<file path="config.mk">
export PLATFORM = sky130hd
export DESIGN_NAME = sum_prod_seq
export DESIGN_NICKNAME = d
export VERILOG_FILES = /design/src/rtl/sum_prod_pkg.sv /design/src/rtl/mult_nxn.sv /design/src/rtl/sum_prod_seq.sv
export SDC_FILE = /design/constraint.sdc
export NUM_CORES = 1
export LEC_CHECK = 0
export CORE_ASPECT_RATIO = 1.4
export CORE_UTILIZATION = 42
export DETAILED_ROUTE_END_ITERATION = 8
export PLACE_DENSITY = 0.71
export SYNTH_ARGS = -nofsm -noshare
export SYNTH_HDL_FRONTEND = slang
export SYNTH_SLANG_ARGS = --single-unit
</file>
<file path="constraint.sdc">
create_clock -name clk -period 3.8 [get_ports clk]
set_input_delay 0.76 -clock clk [delete_from_list [all_inputs] [get_ports clk]]
set_output_delay 0.76 -clock clk [all_outputs]
set_load 0.05 [all_outputs]
</file>
<file path="src/rtl/sum_prod_pkg.sv">
// Shared types and constants for the sequential sum-of-products datapath.
package sum_prod_pkg;

    typedef enum logic [1:0] {
        IDLE,
        MUL,
        DONE
    } state_t;

    localparam int unsigned NUM_OPS  = 6;
    localparam int unsigned NUM_PROD = 3;

    // Accumulator width: three 2N-bit products need two extra carry bits.
    function automatic int unsigned res_width(input int unsigned n);
        return 2 * n + 2;
    endfunction

endpackage

</file>
<file path="src/rtl/mult_nxn.sv">
// Purely combinational unsigned N x N multiplier producing a 2N-bit product.
module mult_nxn #(
    parameter int unsigned N = 4
) (
    input  logic [N-1:0]   a,
    input  logic [N-1:0]   b,
    output logic [2*N-1:0] p
);

    always_comb begin
        p = {{N{1'b0}}, a} * {{N{1'b0}}, b};
    end

endmodule

</file>
<file path="src/rtl/sum_prod_seq.sv">
// Resource-shared X0*X1 + X2*X3 + X4*X5: one multiplier reused over three cycles,
// valid/ready on both the operand input and the result output.
module sum_prod_seq
    import sum_prod_pkg::*;
#(
    parameter int unsigned N = 4
) (
    input  logic                    clk,
    input  logic                    rst,
    input  logic                    in_valid,
    output logic                    in_ready,
    input  logic [N-1:0]            X [NUM_OPS-1:0],
    output logic                    out_valid,
    input  logic                    out_ready,
    output logic [res_width(N)-1:0] result,
    output logic                    busy
);

    localparam int unsigned RW   = res_width(N);
    localparam logic [1:0]  LAST = 2'(NUM_PROD - 1);

    state_t          state;
    state_t          next_state;
    logic [1:0]      cnt;
    logic [N-1:0]    opreg [NUM_OPS-1:0];
    logic [RW-1:0]   acc;
    logic [RW-1:0]   acc_next;
    logic [RW-1:0]   result_q;
    logic [N-1:0]    mul_a;
    logic [N-1:0]    mul_b;
    logic [2*N-1:0]  product;
    logic            accept;

    // State register
    always_ff @(posedge clk) begin
        if (rst) begin
            state <= IDLE;
        end else begin
            state <= next_state;
        end
    end

    // Next-state logic
    always_comb begin
        next_state = state;
        case (state)
            IDLE: if (accept) next_state = MUL;
            MUL:  if (cnt == LAST) next_state = DONE;
            DONE: begin
                if (out_ready) begin
                    next_state = accept ? MUL : IDLE;
                end
            end
            default: next_state = IDLE;
        endcase
    end

    // Outputs; in DONE a new set is accepted only together with consuming the result
    always_comb begin
        in_ready  = 1'b0;
        out_valid = 1'b0;
        busy      = 1'b0;
        case (state)
            IDLE: in_ready = 1'b1;
            MUL:  busy     = 1'b1;
            DONE: begin
                out_valid = 1'b1;
                in_ready  = out_ready;
            end
            default: in_ready = 1'b0;
        endcase
    end

    assign accept = in_valid & in_ready;

    always_comb begin
        mul_a = '0;
        mul_b = '0;
        case (cnt)
            2'd0: begin
                mul_a = opreg[0];
                mul_b = opreg[1];
            end
            2'd1: begin
                mul_a = opreg[2];
                mul_b = opreg[3];
            end
            default: begin
                mul_a = opreg[4];
                mul_b = opreg[5];
            end
        endcase
    end

    mult_nxn #(.N(N)) u_mult (
        .a (mul_a),
        .b (mul_b),
        .p (product)
    );

    always_comb begin
        acc_next = acc + {2'b00, product};
    end

    // result has its own register so it holds the last sum while acc restarts
    always_ff @(posedge clk) begin
        if (rst) begin
            cnt      <= '0;
            acc      <= '0;
            result_q <= '0;
            for (int unsigned i = 0; i < NUM_OPS; i++) begin
                opreg[i] <= '0;
            end
        end else if (accept) begin
            cnt <= '0;
            acc <= '0;
            for (int unsigned i = 0; i < NUM_OPS; i++) begin
                opreg[i] <= X[i];
            end
        end else if (state == MUL) begin
            acc <= acc_next;
            if (cnt == LAST) begin
                cnt      <= '0;
                result_q <= acc_next;
            end else begin
                cnt <= cnt + 2'd1;
            end
        end
    end

    assign result = result_q;

endmodule
</file>
==> metrics.txt, run 1 <==
status=finished clean; Static Leak=1.51 nW; Async S/R FF share, synth=0; YS warnings=0; Tcrit/Tclk final=0.995; Hold Buf Count CTS=0; area growth from synthesis to layout=33.0%; fin area=3770 um^2; Pre-antenna DRT Iters=4; critical path type=reg -> reg; DR iter-0 viols=82; final-stage net count=414; post-DP HPWL=4140 um; Placed Cells incl. Taps=423; H-tree depth=2; Synth area leader=edfxtp_1; Post-Syn Instances=295; clock buffer depth=2; syn avg cell area=9.61 um^2; layout cells sized above 1=0.208; Post-Route Skew=0.0118 ns; Avg Vias per Cell=5.00; crit path launch type=flop; RSZ-0062 raised after global routing=yes; fmax=264 MHz; crit path capture type=flop; Hold Crit Class=reg -> reg; syn nets=350; fin util=0.574; fin. max-slew vios=0; initial core utilization=0.432; Post-synth EDFFs=24; maximum fanout along the worst path=5; diodes inserted=0; die height=99.2 um; cts bufs inserted=5; Worst slew margin=0.318; num rows=35; Detailed Route WL=5410 um; die width=71.4 um; vias=2,168; core area=6570 um^2; Worst EP arrival=3.96 ns; largest net degree at the start of global routing=25; DRC Markers=0; Slew @ Worst Pin=1.02 ns; clock transition at the registers of the reported paths=0.09 ns; Peak VDD IR=0.166 mV; Placer Congestion=0.814; Top-Level Pins=41; top post-synthesis cells by area=edfxtp_1 25%, dfxtp_1 17%, ha_1 7.9%; Max-Cap Viols=0; Setup TNS=0 ns; CTS sink count=48; FF+latch count, synth=48; power after layout=0.00123 W; first-pass GRT wire length=9390 um; PD cells=326 nW/um^2; main flop type after synthesis=edfxtp_1; Port Buffers=40; CTS tree=built; initial antenna violation count=0; Final Hold Fails=0; total global-route track usage=0.168; drt wl/cell=12.5 um; Root Driver=clkbuf_8; post-route insts no fill=434; synth unique cells=41; Cell Area, Synth=2840 um^2; Final min period=3.78 ns; total gr overflow=0; full die area=7090 um^2; placed inst area=3480 um^2; later-pin clock latency in the skew report=0.30 ns; Detail Route Antenna Nets=0; Critical Path RT=3.97 ns; number of global-route vias before repair=2,185; Yosys top cell area share=0.254; Setup violations, final=0; post-synthesis sequential area ratio=0.424
## stage by stage
step           setup WS [ns]  hold WS, ns
2_1_floorplan        0.00183        0.432
3_3_place_gp          -0.103        0.441
3_5_place_dp          -0.183        0.446
4_1_cts               -0.135        0.458
5_1_grt               -0.124        0.482
6_report              0.0186        0.457
## power by group
group	internal (W)	leakage, nW	switching [W]
registers	0.000571	0.454	0.0000111
logic	0.000145	1.01	0.000139
clock network	0.000195	0.0513	0.000168
## flip-flops by register name, indices dropped and copies added (netlist names)
| signal | flops |
|---|---|
| opreg | 24 |
| acc | 10 |
| cnt | 2 |
| state | 2 |
| result | 10 |
## synthesized netlist by cell type, types with 5 or more instances
cell type   n
nor2_1     27
nand2_1    25
and2_1     24
dfxtp_1    24
edfxtp_1   24
inv_1      24
a21oi_1    23
ha_1       18
mux2i_1    10
fa_1        9
o21ai_0     9
clkbuf_1    8
nand3_1     8
nand2b_1    6
a211oi_1    5
nor3_1      5
## critical path: stages, from the launching register on
cell,delay (ns)
dfxtp_2,0.33
buf_6,0.13
mux2i_1,0.11
nor2_1,0.12
a21oi_2,0.06
or2_4,0.24
fa_1,0.56
fa_1,0.44
fa_1,0.52
inv_2,0.05
ha_4,0.22
nor2b_4,0.12
o21a_4,0.22
o21bai_4,0.16
buf_6,0.12
mux2i_1,0.19
a21oi_1,0.09
## timing repair
action                                  4_1_cts  5_1_grt
gates resized for setup                      11       29
endpoints found under the setup margin        9       11
pin swaps                                    14       17
buffers inserted                              1        5
## layout make-up
type / instances / area, um^2
repair buffers: 70 / 637
inverters: 25 / 98.8
multi-input cells: 209 / 1630
well taps: 74 / 92.6
flip-flops and latches: 48 / 1200
fillers: 572 / 2800
clock inverters: 2 / 35.0
clock buffers: 6 / 72.6
## cell usage in the layout, fill, tap and decap left out, drive strengths merged, types with 2 or more instances in the layout
master	Yosys	final
a2111o	2	2
a211oi	5	5
a21o	3	3
a21oi	26	26
and2	24	24
and3	2	2
buf	5	30
clkbuf	8	6
clkdlybuf4s50	0	40
dfxtp	24	24
edfxtp	24	24
fa	9	9
ha	18	18
inv	24	24
mux2i	10	10
nand2	25	25
nand2b	6	6
nand3	9	9
nand3b	3	3
nor2	27	27
nor2b	2	2
nor3	5	5
nor3b	3	3
o21a	4	4
o21ai	9	9
o21bai	2	2
or2	4	4
or4	2	2
## worst paths after layout
kind / cells after the start / startpoint / slack [ns] / to
setup reg to reg: 16 / cnt[0] / 0.02 / acc[7]
hold / removal: 2 / result[5] / 0.46 / result[5]
hold reg to reg: 2 / result[5] / 0.46 / result[5]
setup / recovery: 16 / cnt[0] / 0.02 / acc[7]
## cells by family after synthesis
logic type / synth area share
fa+ha+maj: 0.143
mux: 0.0393
simple gates: 0.211
buf+inv: 0.0565
flops: 0.424
xor+xnor: 0.00618
compound gates: 0.121
## metal layers
| metal | track usage | wire length (um) |
|---|---|---|
| met1 | 0.176 | 2190 |
| met2 | 0.325 | 2930 |
| met3 | 0.0294 | 182 |
| met4 | 0.0677 | 104 |
| met5 | 0 | 0 |
Power figures use the tool's default switching activity.
==> run 2, diff against run 1 <==
Settings changed: CTS_CLUSTER_SIZE from default to 12.
==> results of run 2 <==
The final DEF is identical to that of run 1; final timing and power are the same.
==> run 3, diff against run 2 <==
Settings changed: GPL_TIMING_DRIVEN from default to 1.
==> results of run 3 <==
The final DEF is identical to that of run 1; final timing and power are the same.
